===== config.mk =====
export PLATFORM = sky130hd
export DESIGN_NAME = core_gray_engine_flat
export DESIGN_NICKNAME = d
export VERILOG_FILES = /design/src/rtl/core_gray_if.sv /design/src/rtl/core_gray_engine.sv /design/src/flat_wrapper.sv
export SDC_FILE = /design/constraint.sdc
export NUM_CORES = 1
export LEC_CHECK = 0
export BUFFER_PORTS_ARGS = -buffer_cell sky130_fd_sc_hd__buf_2
export CAP_MARGIN = 25
export CORE_AREA = 2 2 196 198
export CTS_BUF_LIST = sky130_fd_sc_hd__clkbuf_8 sky130_fd_sc_hd__clkbuf_16
export DETAILED_ROUTE_END_ITERATION = 6
export DIE_AREA = 0 0 198 200
export GPL_ROUTABILITY_DRIVEN = 0
export PLACE_DENSITY = 0.65
export SYNTH_ARGS = -nofsm -noshare
export SYNTH_HDL_FRONTEND = slang
export SYNTH_SLANG_ARGS = --single-unit

===== constraint.sdc =====
create_clock -name clk -period 8.4 [get_ports clk]
set_input_delay 1.26 -clock clk [delete_from_list [all_inputs] [get_ports clk]]
set_output_delay 1.26 -clock clk [all_outputs]
set_load 0.02 [all_outputs]

===== src/rtl/core_gray_if.sv =====
// Signal bundle for core_gray_engine: run control, image-memory ports and status.
// The cycle_cnt member exists only when CORE_CYCLE_CNT_EN is defined.
interface core_gray_if #(
  parameter int PIX_W  = 8,
  parameter int ADDR_W = 32
);
  logic              start;
  logic              pause;
  logic              abort;
  logic [1:0]        mode;
  logic [ADDR_W-1:0] num_pixels;
  logic              mem_rd_en;
  logic [ADDR_W-1:0] mem_rd_addr;
  logic [PIX_W-1:0]  mem_rd_data;
  logic              mem_wr_en;
  logic [ADDR_W-1:0] mem_wr_addr;
  logic [PIX_W-1:0]  mem_wr_data;
  logic [2:0]        state;
  logic              busy;
  logic              done;
  logic              aborted;
  logic [ADDR_W-1:0] pixels_done;
`ifdef CORE_CYCLE_CNT_EN
  logic [31:0]       cycle_cnt;

  modport master (
    input  start, pause, abort, mode, num_pixels, mem_rd_data,
    output mem_rd_en, mem_rd_addr, mem_wr_en, mem_wr_addr, mem_wr_data,
    output state, busy, done, aborted, pixels_done, cycle_cnt
  );

  modport slave (
    output start, pause, abort, mode, num_pixels, mem_rd_data,
    input  mem_rd_en, mem_rd_addr, mem_wr_en, mem_wr_addr, mem_wr_data,
    input  state, busy, done, aborted, pixels_done, cycle_cnt
  );
`else
  modport master (
    input  start, pause, abort, mode, num_pixels, mem_rd_data,
    output mem_rd_en, mem_rd_addr, mem_wr_en, mem_wr_addr, mem_wr_data,
    output state, busy, done, aborted, pixels_done
  );

  modport slave (
    output start, pause, abort, mode, num_pixels, mem_rd_data,
    input  mem_rd_en, mem_rd_addr, mem_wr_en, mem_wr_addr, mem_wr_data,
    input  state, busy, done, aborted, pixels_done
  );
`endif
endinterface


===== src/rtl/core_gray_engine.sv =====
// RGB-to-grayscale core: 7-cycle read/convert/write sequence per pixel with pause/abort.
// Optional cycle counter output enabled by defining CORE_CYCLE_CNT_EN.
module core_gray_engine #(
  parameter int              PIX_W      = 8,
  parameter int              IMG_PIXELS = 40960,
  parameter int              ADDR_W     = 32,
  parameter longint unsigned IN_BASE    = 0,
  parameter longint unsigned OUT_BASE   = IN_BASE + 64'(3) * 64'(IMG_PIXELS)
) (
  input  logic         clk,
  input  logic         rst_n,
  core_gray_if.master  bus
);

  typedef enum logic [2:0] {
    core_reset          = 3'd0,
    core_wait_for_start = 3'd1,
    core_processing     = 3'd2,
    core_pause          = 3'd3,
    core_abort          = 3'd4,
    core_done           = 3'd5
  } core_states;

  localparam int                WW         = PIX_W + 10;
  localparam logic [ADDR_W-1:0] IMG_N      = ADDR_W'(IMG_PIXELS);
  localparam logic [ADDR_W-1:0] IN_BASE_A  = ADDR_W'(IN_BASE);
  localparam logic [ADDR_W-1:0] OUT_BASE_A = ADDR_W'(OUT_BASE);
  localparam longint unsigned   LAST_BYTE  = OUT_BASE + 64'(3) * 64'(IMG_PIXELS) - 64'd1;

  if (PIX_W < 4 || PIX_W > 16) begin : g_bad_pix_w
    $error("core_gray_engine: PIX_W must be within 4..16");
  end
  if (ADDR_W < 64) begin : g_addr_chk
    if (LAST_BYTE >= (64'd1 << ADDR_W)) begin : g_bad_region
      $error("core_gray_engine: output region does not fit in ADDR_W address bits");
    end
  end

  function automatic logic [PIX_W-1:0] sat_pix(input logic [WW-1:0] v);
    return (|v[WW-1:PIX_W]) ? {PIX_W{1'b1}} : v[PIX_W-1:0];
  endfunction

  function automatic logic [PIX_W-1:0] gray_of(input logic [PIX_W-1:0] r,
                                               input logic [PIX_W-1:0] g,
                                               input logic [PIX_W-1:0] b,
                                               input logic [1:0]       m);
    logic [WW-1:0] rw, gw, bw, mx, mn, acc;
    rw = WW'(r);
    gw = WW'(g);
    bw = WW'(b);
    mx = rw;
    if (gw > mx) mx = gw;
    if (bw > mx) mx = bw;
    mn = rw;
    if (gw < mn) mn = gw;
    if (bw < mn) mn = bw;
    case (m)
      2'd0:    acc = (rw + gw + bw) / WW'(3);
      2'd1:    acc = (mx + mn) >> 1;
      2'd2:    acc = (WW'(77) * rw + WW'(150) * gw + WW'(29) * bw) >> 8;
      default: acc = gw;
    endcase
    return sat_pix(acc);
  endfunction

  core_states        state_q, state_d;
  logic [2:0]        phase_q;
  logic [ADDR_W-1:0] eff_n_q;
  logic [ADDR_W-1:0] pix_cnt_q;
  logic [ADDR_W-1:0] in_ptr_q;
  logic [ADDR_W-1:0] out_ptr_q;
  logic [1:0]        mode_q;
  logic              aborted_q;
  logic [PIX_W-1:0]  r_p1, g_p2, gray_p3;

  logic              idle_or_done;
  logic              launch;
  logic              active;
  logic              abort_hit;
  logic              last_pix;
  logic [ADDR_W-1:0] num_eff;

  assign idle_or_done = (state_q == core_wait_for_start) || (state_q == core_done);
  assign launch       = idle_or_done && bus.start;
  assign active       = (state_q == core_processing) || (state_q == core_pause);
  assign abort_hit    = active && bus.abort;
  assign last_pix     = (pix_cnt_q + ADDR_W'(1)) == eff_n_q;
  assign num_eff      = (bus.num_pixels > IMG_N) ? IMG_N : bus.num_pixels;

  always_ff @(posedge clk or negedge rst_n) begin
    if (!rst_n) state_q <= core_reset;
    else        state_q <= state_d;
  end

  // Abort outranks completion; completion outranks a pause request at the boundary.
  always_comb begin
    state_d = state_q;
    unique case (state_q)
      core_reset:          state_d = core_wait_for_start;
      core_wait_for_start,
      core_done: begin
        if (bus.start) state_d = (num_eff == '0) ? core_done : core_processing;
      end
      core_processing: begin
        if (bus.abort)              state_d = core_abort;
        else if (phase_q == 3'd6) begin
          if (last_pix)             state_d = core_done;
          else if (bus.pause)       state_d = core_pause;
        end
      end
      core_pause: begin
        if (bus.abort)              state_d = core_abort;
        else if (!bus.pause)        state_d = core_processing;
      end
      core_abort:          state_d = core_wait_for_start;
      default:             state_d = core_reset;
    endcase
  end

  always_ff @(posedge clk or negedge rst_n) begin
    if (!rst_n) begin
      phase_q   <= '0;
      eff_n_q   <= '0;
      pix_cnt_q <= '0;
      in_ptr_q  <= '0;
      out_ptr_q <= '0;
      mode_q    <= '0;
      aborted_q <= 1'b0;
    end else if (launch) begin
      phase_q   <= '0;
      eff_n_q   <= num_eff;
      pix_cnt_q <= '0;
      in_ptr_q  <= IN_BASE_A;
      out_ptr_q <= OUT_BASE_A;
      mode_q    <= bus.mode;
      aborted_q <= 1'b0;
    end else if (abort_hit) begin
      aborted_q <= 1'b1;
    end else if (state_q == core_processing) begin
      if (phase_q == 3'd6) begin
        phase_q   <= '0;
        pix_cnt_q <= pix_cnt_q + ADDR_W'(1);
        in_ptr_q  <= in_ptr_q + ADDR_W'(3);
        out_ptr_q <= out_ptr_q + ADDR_W'(3);
      end else begin
        phase_q   <= phase_q + 3'd1;
      end
    end
  end

  // p1/p2: channel captures one cycle after each read; p3: gray from R, G and live B.
  always_ff @(posedge clk) begin
    if (state_q == core_processing) begin
      if (phase_q == 3'd1) r_p1    <= bus.mem_rd_data;
      if (phase_q == 3'd2) g_p2    <= bus.mem_rd_data;
      if (phase_q == 3'd3) gray_p3 <= gray_of(r_p1, g_p2, bus.mem_rd_data, mode_q);
    end
  end

`ifdef CORE_CYCLE_CNT_EN
  logic [31:0] cycle_cnt_q;

  always_ff @(posedge clk or negedge rst_n) begin
    if (!rst_n)                           cycle_cnt_q <= '0;
    else if (launch)                      cycle_cnt_q <= '0;
    else if (active && !(&cycle_cnt_q))   cycle_cnt_q <= cycle_cnt_q + 32'd1;
  end

  assign bus.cycle_cnt = cycle_cnt_q;
`endif

  logic rd_on, wr_on;

  // Strobes decode straight from the state register so reset clears them asynchronously.
  assign rd_on = (state_q == core_processing) && (phase_q <= 3'd2);
  assign wr_on = (state_q == core_processing) && (phase_q >= 3'd4) && (phase_q <= 3'd6);

  assign bus.mem_rd_en   = rd_on;
  assign bus.mem_rd_addr = rd_on ? (in_ptr_q + ADDR_W'(phase_q)) : '0;
  assign bus.mem_wr_en   = wr_on;
  assign bus.mem_wr_addr = wr_on ? (out_ptr_q + ADDR_W'(phase_q - 3'd4)) : '0;
  assign bus.mem_wr_data = wr_on ? gray_p3 : '0;

  assign bus.state       = state_q;
  assign bus.busy        = active;
  assign bus.done        = (state_q == core_done);
  assign bus.aborted     = aborted_q;
  assign bus.pixels_done = pix_cnt_q;

endmodule


===== src/flat_wrapper.sv =====
// flat-port wrapper written by rule: the top's interface ports become plain ports
module core_gray_engine_flat 
#(
  parameter int              PIX_W      = 8,
  parameter int              IMG_PIXELS = 40960,
  parameter int              ADDR_W     = 32,
  parameter longint unsigned IN_BASE    = 0,
  parameter longint unsigned OUT_BASE   = IN_BASE + 64'(3) * 64'(IMG_PIXELS)
)
  (clk, rst_n, bus_start, bus_pause, bus_abort, bus_mode, bus_num_pixels, bus_mem_rd_data, bus_mem_rd_en, bus_mem_rd_addr, bus_mem_wr_en, bus_mem_wr_addr, bus_mem_wr_data, bus_state, bus_busy, bus_done, bus_aborted, bus_pixels_done);
  core_gray_if #(.PIX_W(PIX_W), .ADDR_W(ADDR_W)) bus_i ();
  input  logic clk;
  input  logic rst_n;
  input wire logic [$bits(bus_i.start)-1:0] bus_start;
  input wire logic [$bits(bus_i.pause)-1:0] bus_pause;
  input wire logic [$bits(bus_i.abort)-1:0] bus_abort;
  input wire logic [$bits(bus_i.mode)-1:0] bus_mode;
  input wire logic [$bits(bus_i.num_pixels)-1:0] bus_num_pixels;
  input wire logic [$bits(bus_i.mem_rd_data)-1:0] bus_mem_rd_data;
  output wire logic [$bits(bus_i.mem_rd_en)-1:0] bus_mem_rd_en;
  output wire logic [$bits(bus_i.mem_rd_addr)-1:0] bus_mem_rd_addr;
  output wire logic [$bits(bus_i.mem_wr_en)-1:0] bus_mem_wr_en;
  output wire logic [$bits(bus_i.mem_wr_addr)-1:0] bus_mem_wr_addr;
  output wire logic [$bits(bus_i.mem_wr_data)-1:0] bus_mem_wr_data;
  output wire logic [$bits(bus_i.state)-1:0] bus_state;
  output wire logic [$bits(bus_i.busy)-1:0] bus_busy;
  output wire logic [$bits(bus_i.done)-1:0] bus_done;
  output wire logic [$bits(bus_i.aborted)-1:0] bus_aborted;
  output wire logic [$bits(bus_i.pixels_done)-1:0] bus_pixels_done;
  assign bus_i.start = bus_start;
  assign bus_i.pause = bus_pause;
  assign bus_i.abort = bus_abort;
  assign bus_i.mode = bus_mode;
  assign bus_i.num_pixels = bus_num_pixels;
  assign bus_i.mem_rd_data = bus_mem_rd_data;
  assign bus_mem_rd_en = bus_i.mem_rd_en;
  assign bus_mem_rd_addr = bus_i.mem_rd_addr;
  assign bus_mem_wr_en = bus_i.mem_wr_en;
  assign bus_mem_wr_addr = bus_i.mem_wr_addr;
  assign bus_mem_wr_data = bus_i.mem_wr_data;
  assign bus_state = bus_i.state;
  assign bus_busy = bus_i.busy;
  assign bus_done = bus_i.done;
  assign bus_aborted = bus_i.aborted;
  assign bus_pixels_done = bus_i.pixels_done;
  core_gray_engine #(.PIX_W(PIX_W), .IMG_PIXELS(IMG_PIXELS), .ADDR_W(ADDR_W), .IN_BASE(IN_BASE), .OUT_BASE(OUT_BASE)) u_core (.clk(clk), .rst_n(rst_n), .bus(bus_i));
endmodule

# Yosys cells after proc, flatten, opt, wreduce, memory -nomap -nowiden
# Cells that the tools add are included.
# classes
reduce_logical,22
n_lt_le_gt_ge,8
mul,3
mux,46
n_eq_ne,17
div,1
addsub,12
# ops
op,n
2-to-1 mux 32 bit,15
2-to-1 mux 18 bit,12
"adder 32 x 2 -> 32 bit, second input constant",2
one-hot mux 18 bit (3 select lines),1
2-to-1 mux 3 bit,12
"adder 32 x 1 -> 32 bit, second input constant",1
adder 32 x 3 -> 32 bit,1
adder 32 bit,1
equality test 32 bit,1
"> comparator 32 x 16 -> 1 bit, second input constant",1
logical NOT 32 bit,1
"multiplier 7 x 8 -> 15 bit, first input constant",2
2-to-1 mux 8 bit,3
adder 18 x 13 -> 18 bit,1
adder 18 bit,1
adder 18 x 8 -> 18 bit,1
"divider 18 x 2 -> 18 bit, second input constant",1
> comparator 8 x 18 -> 1 bit,1
< comparator 8 x 18 -> 1 bit,1
adder 15 x 16 -> 17 bit,1
"multiplier 5 x 8 -> 13 bit, first input constant",1
"equality test 3 x 2 -> 1 bit, second input constant",4
one-hot mux 3 bit (4 select lines),1
OR reduction 10 bit,1
27 further kinds,42
# totals
regBits,161
elab_cells,120
in_bits,47

# Depth between registers and ports, before layout
# depth
word_depth,13
mapped_depth,33
ltp_nobuf,33

# Worst setup path after synthesis
# OpenSTA, ideal clock, no wires.
# synth_timing
path_type,flip-flop to flip-flop
from,register u_core.g_p2[3]
to,register u_core.gray_p3[0] (data pin)
arrival_ns,8.128
slack_ns,0.007
required_time_ns,8.135
path_buffers,0
path_stages_with_launch,32
cell_sequence,edfxtp_1 ha_1 ha_1 ha_1 inv_1 fa_1 inv_1 ha_1 xnor2_1 fa_1 fa_1 fa_1 inv_1 ha_1 xnor2_1 ha_1 inv_1 fa_1 inv_1 fa_1 ha_1 a2111oi_0 nand2_1 o22ai_1 o2111ai_1 o311ai_0 a21boi_0 a22oi_1 a311oi_2 a211oi_1 o2bb2ai_1 o31ai_1
# synth_via
elab_chain_len,13
word_cells_on_any_way,27
cone_classes,5 x add/sub; 1 x mul; 1 x div; 4 x order compare; 15 x mux; 1 x reduce/logical
# synth_rtl
element,line_no,text
"start, declared",core_gray_engine.sv:74,"logic [PIX_W-1:0] r_p1, g_p2, gray_p3;"
"start signal, assigned",core_gray_engine.sv:155,if (phase_q == 3'd2) g_p2 <= bus.mem_rd_data;
"parallel branches: the longest is 9 deep, another holds adder 18 x 8 -> 18 bit",n/a,
one-hot mux 18 bit (3 select lines) (*),core_gray_engine.sv:57,case (m)
2-to-1 mux 18 bit (*),core_gray_engine.sv:156,"if (phase_q == 3'd3) gray_p3 <= gray_of(r_p1, g_p2, bus.mem_rd_data, mode_q);"
2-to-1 mux 18 bit (*),core_gray_engine.sv:153,if (state_q == core_processing) begin
OR reduction 10 bit,core_gray_engine.sv:40,return (|v[WW-1:PIX_W]) ? {PIX_W{1'b1}} : v[PIX_W-1:0];
"end signal, assigned",core_gray_engine.sv:156,
"end, declared",core_gray_engine.sv:74,
# Mark *: on every way between the ends. The select of a mux whose other input is x is not followed.
# A chain may end at the register's enable or synchronous reset.

# Worst setup path in the final report
# Same ends and word-level chain as after synthesis.

==> metrics <==
outcome finished clean; CTS H-tree lvls 4; Mapped Nets about 2300; Commonest cells post-synth nor2_1, ha_1, inv_1; DR pass1 iterations 5; Final setup viols 0; CP Class register to register; share of cells above drive strength 1 0.1363; number of diodes 0; synth warn 0; fillcell total 3554; Synth top area share 0.2056; clk_skew ~0.011 ns; pin count of the biggest net entering global routing between 70 and 80; top_reg_cell synth dfrtp_1; Synth Area per Inst roughly 8.4 sq um; Cells after Synth ~2000; drt drc 0; synthesized area about 17000 sq um; WP data arrival about 8.4 ns; global-route wire length before repair roughly 74 mm; wire per inst roughly 17 microns; hold crit path type register to register; Vias about 15000; crit path max-delay cell type fa_1; CP Max Fanout 4; Yosys reg bits ~160; Yosys top cell by area dfrtp_1; vias in the first global route approximately 15000; max_cap viols 0; synthesis-to-layout area growth 14.45%; Total GRT Usage 0.2338; sequential share of the synthesized area 0.2489; starting density of the core 0.4458; Async SR Flop Fraction 0.8509; die width slightly below 200 microns; final count of pins violating max slew 0; routed wire length roughly 45 mm; Place WS -0.1340 ns; Final Hold Viols 0; most frequent cell after synthesis nor2_1; die height ~200 microns; vias per cell approximately 5.6; clk slew on worst S/H paths ~0.07 ns; Setup WS post-layout ~0.18 ns; die area 39600 sq um; Buf/Inv on CP 8; Num CTS Buffers 17; I/O Buffers 158; Max-slew headroom 0.2948; CP dominant cell by count ha_1; Root Driver clkbuf_16; Required @ worst endpoint between 8 and 9 ns; slowest cell delay on critical path between 0.5 and 0.6 ns; CTS tree built; Tmin final 8.220 ns; Clock Tree Buf Depth 2; NumNets Final between 2000 and 2500; initial antenna violation count 0; Post-synth EDFFs 24; IO Count ~160; core footprint approximately 37000 sq um; Distinct cells, synth slightly above 80; Final ANT Viol Nets 0; Worst setup SP type register; 1st-iter DRT viols about 960; clock latency on the worst-skew pair 0.44 ns; CP top delay family adder cells; grt ovf 0; clock tree sinks roughly 160; period utilisation layout 0.9786; dpl hpwl about 34 mm; Synth area leaders dfrtp_1, ha_1, fa_1, xor2_1, nor2_1; CP endpoint kind register; Max Freq ~120 MHz; row count approximately 70; worst slew pin tran approximately 1.1 ns
[metal layers]
| layer | up-vias | GRT usage | part of all wire |
|---|---|---|---|
| li1 | 7298 | - | - |
| met1 | 7295 | 0.3221 | 0.47 |
| met2 | 380 | 0.3950 | 0.47 |
| met3 | 62 | 0.02655 | 0.040 |
| met4 | 0 | 0.05458 | 0.018 |
| met5 | - | 0 | 0 |
[worst min-delay path, delay by kind of cell (launching register included)]
kind,cells,cell delay (ns)
flip-flops,1,0.35
AND/OR/NAND/NOR,1,0.07
AO/OA/AOI/OAI,1,0.04
[what timing repair did]
item                                    CTS  global route
pin swaps                                 1            26
hold endpoints to repair                  0             0
hold buffers                              0             0
setup buffers                             0             8
cloned                                    1             0
resized for setup                         4            39
endpoints found under the setup margin    7             8
[cell families (layout without fill, tap and decap cells)]
kind of cell               Yosys count  in the layout  synth area share
buffers and inverters              230            410           0.05246
AOI/OAI and AO/OA                  408            408            0.1584
xor gates and xnor gates           193            193            0.1014
adders and majority gates          247            247            0.2079
muxes                               29             29           0.01839
DFF                                161            161            0.2489
and+or+nand+nor                    717            717            0.2126
[placed cells by master (no fill, tap or decap), types with 16 or more instances in the layout]
master,count
nand2_1,134
xor2_1,109
dfrtp_1,137
edfxtp_1,24
nor3_1,43
o21ai_0,94
nor2_1,223
a21o_1,20
nor2b_1,18
and2_1,40
ha_1,188
a22o_1,16
mux2i_1,25
nor4_1,17
or3_1,45
xnor2_1,79
nand2b_1,20
buf_2,158
clkbuf_16,18
inv_1,178
fa_1,49
a21oi_1,121
and3_1,23
nand4_1,38
nand3_1,67
buf_4,41
[flip-flops by register name, indices dropped and copies added (netlist names)]
signal	flops
u_core.bus.pixels_done	32
u_core.eff_n_q	32
u_core.in_ptr_q	32
u_core.out_ptr_q	32
u_core.g_p2	8
u_core.gray_p3	8
u_core.r_p1	8
u_core.bus.state	3
u_core.phase_q	3
u_core.mode_q	2
u_core.bus.aborted	1
[per-stage QoR]
stage	hold WS (ns)	setup TNS [ns]	std cells	util	cell area, sq um
3_5_place_dp	0.4836	-0.5152	2634	0.4856	18160
3_3_place_gp	0.4781	0	2634	0.4856	18160
4_1_cts	0.4999	0	2667	0.5015	18760
2_1_floorplan	0.4596	0	1985	-	16670
5_1_grt	0.5338	-0.1890	2676	0.5102	19080
6_report	0.4980	0	2676	0.5102	19080
[worst paths after layout]
kind,startpoint,end,slack [ns],cells after the start
max reg2reg,u_core.g_p2[3]$_DFFE_PP_,u_core.gray_p3[0]$_SDFFCE_PP1P_,0.18,35
min in group asynchronous,rst_n,u_core.in_ptr_q[31]$_DFFE_PN0P_,0.78,1
max,u_core.g_p2[3]$_DFFE_PP_,u_core.gray_p3[0]$_SDFFCE_PP1P_,0.18,35
min reg2reg,u_core.bus.aborted$_DFFE_PN0P_,u_core.bus.aborted$_DFFE_PN0P_,0.50,2
max in group asynchronous,rst_n,u_core.eff_n_q[11]$_DFFE_PN0P_,6.46,3
min,u_core.bus.aborted$_DFFE_PN0P_,u_core.bus.aborted$_DFFE_PN0P_,0.50,2
[area by class of cell]
type | instances | area (sq um) | area share
Inverter | 176 | 660.6 | 0.03462
Clock inverter | 13 | 112.6 | 0.005901
Timing Repair Buffer | 202 | 1149 | 0.06019
Tap cell | 511 | 639.4 | 0.03351
Clock buffer | 19 | 464.2 | 0.02433
Multi-Input combinational cell | 1594 | 11910 | 0.6240
Sequential cell | 161 | 4149 | 0.2174
Power is left out: the tool's default activity adds up to more than one toggle a clock period on the data nets, which glitch-free logic cannot reach.
